File: src/rtl/mmio_bus_arbiter.sv
// Two-master round-robin arbiter for the MMIO bus: one transaction at a time,
// sequenced IDLE -> BUS -> ACK, with registered read data returned on ack.
module mmio_bus_arbiter #(
   parameter int ADDR_W = 21,
   parameter int DATA_W = 32
) (
   input  logic              clk,
   input  logic              reset,
   input  logic              m0_req,
   input  logic              m0_we,
   input  logic [ADDR_W-1:0] m0_addr,
   input  logic [DATA_W-1:0] m0_wr_data,
   output logic              m0_ack,
   output logic [DATA_W-1:0] m0_rd_data,
   input  logic              m1_req,
   input  logic              m1_we,
   input  logic [ADDR_W-1:0] m1_addr,
   input  logic [DATA_W-1:0] m1_wr_data,
   output logic              m1_ack,
   output logic [DATA_W-1:0] m1_rd_data,
   output logic              b_mmio_cs,
   output logic              b_wr,
   output logic              b_rd,
   output logic [ADDR_W-1:0] b_addr,
   output logic [DATA_W-1:0] b_wr_data,
   input  logic [DATA_W-1:0] b_rd_data,
   output logic              gnt,
   output logic              busy
);

   localparam logic [1:0] IDLE = 2'd0;
   localparam logic [1:0] BUS  = 2'd1;
   localparam logic [1:0] ACK  = 2'd2;

   logic [1:0]        state;
   logic              last;
   logic              we_q;
   logic [ADDR_W-1:0] addr_q;
   logic [DATA_W-1:0] wdata_q;
   logic [DATA_W-1:0] rdata_q;
   logic              sel;

   // On a tie the master that was not served last wins.
   always_comb sel = (m0_req & m1_req) ? ~last : m1_req;

   always_ff @(posedge clk) begin
      if (reset) begin
         state   <= IDLE;
         last    <= 1'b1;
         gnt     <= 1'b0;
         we_q    <= 1'b0;
         addr_q  <= '0;
         wdata_q <= '0;
         rdata_q <= '0;
      end else begin
         case (state)
            IDLE: begin
               if (m0_req | m1_req) begin
                  gnt     <= sel;
                  we_q    <= sel ? m1_we      : m0_we;
                  addr_q  <= sel ? m1_addr    : m0_addr;
                  wdata_q <= sel ? m1_wr_data : m0_wr_data;
                  state   <= BUS;
               end
            end
            BUS: begin
               if (!we_q) rdata_q <= b_rd_data;
               state <= ACK;
            end
            ACK: begin
               last  <= gnt;
               state <= IDLE;
            end
            default: state <= IDLE;
         endcase
      end
   end

   // Bus is driven only in BUS so no stale address ever reaches the slave.
   assign b_mmio_cs  = (state == BUS);
   assign b_wr       = b_mmio_cs & we_q;
   assign b_rd       = b_mmio_cs & ~we_q;
   assign b_addr     = b_mmio_cs ? addr_q  : '0;
   assign b_wr_data  = b_mmio_cs ? wdata_q : '0;

   assign m0_ack     = (state == ACK) & ~gnt;
   assign m1_ack     = (state == ACK) &  gnt;
   assign m0_rd_data = m0_ack ? rdata_q : '0;
   assign m1_rd_data = m1_ack ? rdata_q : '0;

   assign busy       = (state == BUS) | (state == ACK);

endmodule

File: config.mk
export PLATFORM = sky130hd
export DESIGN_NAME = mmio_bus_arbiter
export DESIGN_NICKNAME = d
export VERILOG_FILES = /design/src/rtl/mmio_bus_arbiter.sv
export SDC_FILE = /design/constraint.sdc
export NUM_CORES = 1
export LEC_CHECK = 0
export CORE_UTILIZATION = 43
export CTS_BUF_LIST = sky130_fd_sc_hd__clkbuf_2 sky130_fd_sc_hd__clkbuf_4 sky130_fd_sc_hd__clkbuf_8
export DETAILED_ROUTE_END_ITERATION = 16
export GPL_TIMING_DRIVEN = 0
export PLACE_DENSITY = 0.89
export SLEW_MARGIN = 0
export SYNTH_ARGS = -nofsm -noshare
export SYNTH_HDL_FRONTEND = slang
export SYNTH_SLANG_ARGS = --single-unit
File: constraint.sdc
create_clock -name clk -period 4 [get_ports clk]
set_input_delay 1 -clock clk [delete_from_list [all_inputs] [get_ports clk]]
set_output_delay 1 -clock clk [all_outputs]
set_load 0.02 [all_outputs]
==> impl_results.md, run 1 <==
* Run status: completed
* Die height at 107 um
* Total number of vias at 5272
* Placement Cell Area at about 7500 um^2
* Worst-case clock buffer depth at 2
* Share of synthesized registers carrying an async set or reset at 0%
* Switching power as a share of total power at between 30% and 40%
* Maximum net fanout on the critical path at 10
* Total Routing Usage GR at ~29%
* Setup slack after layout at between 0.2 and 0.3 ns
* Final HPWL from detailed placement at roughly 13000 um
* Wire length of the first global-routing pass at approximately 26000 um
* Maximum vdd ir drop at about 190 uV
* Row count at 37
* Final instance area at between 7000 and 8000 um^2
* Initial Utilization at around 45%
* Overall power at 2.45 mW
* Deepest level of the CTS H-tree at 3
* R2R setup slack at around 2.3 ns
* Chip width at ~110 um
* Launch instance of the worst register-to-register path: state[1]$_SDFFE_PP0P_
* Capturing element of the worst setup path: m0_rd_data[27]
* Net Count, Synth at 745
* Maximum clock frequency at ~270 MHz
* Count of clock tree sinks at 90
* Worst setup slack after placement at 0.689 ns
* Path class of the lowest-slack min-delay path: flop to flop
* Total Die Area at between 10000 and 15000 um^2
* Critical path arrival at between 2 and 3 ns
* Cell area after technology mapping at about 4700 um^2
* First drt pass iteration count at 5
* Crit-path slowest cell: clkdlybuf4s50_1
* Share of total power in combinational logic at 31.5%
* Worst endpoint required time at about 3 ns
* Slew at the pin closest to its max-slew limit at 0.721 ns
* Category of cells accounting for the largest share of critical-path delay: buffers and inverters
* Vias in the first global route at about 5400
* Most frequently used flop master after synthesis: dfxtp_1
* Leading cell types by total area after synthesis: dfxtp_1 (38%), a211oi_2 (13%), and2_1 (12%)
* Non-filler instance count after layout at ~1000
* Share of final-layout standard cells stronger than drive strength 1 at about a tenth
* Type of the worst setup path: flop to output pin
* Top-level port count at about 270
* Peak per-stage delay on the critical path at approximately 0.63 ns
* CP bufs+invs at 4
* Post-CTS setup-driven buffer insertion count at 0
* Seq/Total Area, Yosys at roughly two fifths
* Headroom to the max-slew limit at 51.9%
* Number of stages on the worst setup path at 7
* Instance count of the mapped netlist at 597
* Crit start category: flop
* Cell repeated most along the worst path: inv_1
* Area share of the largest cell type after synthesis at about two fifths
* Root buffer cell: clkbuf_8
* Internal power consumption at about 1.7 mW
* Origin of the worst setup path: state[0]$_SDFFE_PP0P_
* Cell-by-cell trace of the critical path: inv_1 -> ha_1 -> inv_1 -> nor2_1 -> clkbuf_1 -> and2_1 -> clkdlybuf4s50_1
* Switching power of the nets at a little under 0.8 mW
* Std-Cell Core Area at around 10000 um^2
* Antenna cells at 0
* Number of different library cells in the post-synthesis netlist at 24
* Synth warn at 0
* Clock insertion delay at the later pin of the skew report at approximately 0.36 ns
* Overall overflow remaining after global route at 0
* Part of the total power dissipated in the clock network at 25.6%
* Total negative setup slack at 0 ns
* PwrDens at 317 nW/um^2
* Cell count after placement at 999
* Min cycle time layout at roughly 3.7 ns
* NumNets Final at between 1000 and 1500
* Number of enable-type register cells in the synthesized netlist at 0
* Hold_ws at 0.475 ns
* Count of nets left with antenna violations after detail routing at 0
* Final Hold Fails at 0
* Share of the cycle needed by the critical path after routing at around 93%
* Number of buffers created by CTS at 9
* Antenna violations before repair at 0
* CTS hold repair buffers at 0
* Clock tree from TritonCTS: yes
* Number of violations of the max-capacitance limit at 0
* Unrepaired setup endpoints after global routing: no
* Average vias per placed instance at approximately 5.2
* Standby leakage power at 3.07 nW
* Cell taking the most area after synthesis: dfxtp_1
* Pin count of the biggest net entering global routing at 14
* Clock edge transition at the registers on the reported setup and hold paths at about 0.080 ns
* Cell depth of the worst hold path at 2
* Post-detailed-route DRC marker count at 0
* Number of cells on the worst reg-to-reg path at 7
* Relative contribution of sequential cells to total power at 42.9%
* Final routed wirelength across all metal layers at 16700 um
* CP Capture Type: output pin
* Resized cells post-CTS at 0
* Maximum clock skew at final layout at between 0.009 and 0.01 ns
* Final setup fails at 0
* Port Buf Inserts at about 270
* Utilization after layout at about three quarters
* Routability Congestion at a little under 0.9
* Avg Cell Area, Syn at roughly 7.9 um^2
* Register bit count reported by yosys at 90
* Number of pins exceeding their max-slew limit in the final report at 0
* Area overhead of the layout relative to synthesis at 64.3%
* Initial DRC count at around 260
* Worst flop-to-flop path endpoint: rdata_q[18]$_SDFFE_PP0P_
* Post-DR wirelength/cell at about 16 um
layout by cell type (no fill, tap or decap), drive strengths merged, types with 27 or more instances in the layout:
cell type      netlist  layout
clkdlybuf4s50        0     266
nand2              118     118
dfxtp               90      90
and2                87      87
a21oi               86      86
nor2                57      57
a211oi              54      54
clkbuf              27      40
and3                32      32
buf                 27      27
registers in the layout, indices dropped and copies added, names as in the netlist:
signal	flops
state	2
last	1
rdata_q	32
we_q	1
wdata_q	32
gnt	1
addr_q	21
synthesized netlist by cell type (2+ instances only):
library cell,count
and2_1,87
ha_1,4
a211oi_2,49
dfxtp_1,90
a211oi_1,5
nand2_1,118
clkbuf_1,27
a21oi_1,86
nor2_1,57
and3_1,32
buf_2,20
inv_1,4
buf_6,5
buf_4,2
nor3b_1,2
worst min-delay path: stages (launching register included):
cell     delay, ns
dfxtp_1       0.33
nand2_1       0.05
a21oi_1       0.05
logic make-up after synthesis:
kind of cell / after synthesis / share of synthesized area (%)
AOI/OAI and AO/OA: 146 / 24.0
buffers and inverters: 58 / 6.11
and+or+nand+nor: 298 / 30.3
adders and majority gates: 4 / 1.06
muxes: 1 / 0.213
DFF: 90 / 38.3
worst min-delay path by stage:
stage / start / endpoint / slack, ns
after global placement: rdata_q[1]$_SDFFE_PP0P_ / rdata_q[1]$_SDFFE_PP0P_ / 0.45
after global routing: rdata_q[9]$_SDFFE_PP0P_ / rdata_q[9]$_SDFFE_PP0P_ / 0.50
after detailed placement: rdata_q[0]$_SDFFE_PP0P_ / rdata_q[0]$_SDFFE_PP0P_ / 0.46
after CTS: rdata_q[0]$_SDFFE_PP0P_ / rdata_q[0]$_SDFFE_PP0P_ / 0.47
final: rdata_q[1]$_SDFFE_PP0P_ / rdata_q[1]$_SDFFE_PP0P_ / 0.48
after floorplan: rdata_q[31]$_SDFFE_PP0P_ / rdata_q[31]$_SDFFE_PP0P_ / 0.44
power by group through the flow:
stage | registers, mW | logic (mW) | clock network, mW
floorplan | 1.05 | 0.445 | 0
detailed placement | 1.07 | 0.769 | 0
global route | 1.06 | 0.834 | 0.685
global placement | 1.06 | 0.744 | 0
finish | 1.05 | 0.772 | 0.628
CTS | 1.05 | 0.773 | 0.643
layer usage:
metal	track usage [%]	part of all wire [%]	vias up
met5	0	0	-
met4	14.9	3.3	0
met3	7.42	8.0	36
met2	52.1	51	248
met1	30.4	38	2447
li1	-	-	2541
final cells by class:
| class | instances | area (um^2) |
|---|---|---|
| timing repair buffer | 266 | 2660 |
| clock inverter | 3 | 40.0 |
| buffer | 54 | 273 |
| sequential | 90 | 1800 |
| tap | 136 | 170 |
| multi-input combinational | 449 | 2620 |
| inverter | 4 | 15.0 |
| clock buffer | 13 | 154 |
| fill | 770 | 2730 |
(Power assumes the default switching activity.)
==> run 2, diff against run 1 <==
- CAP_MARGIN: not set -> 20
==> results of run 2 <==
The final DEF is identical to that of run 1; final timing and power are the same.
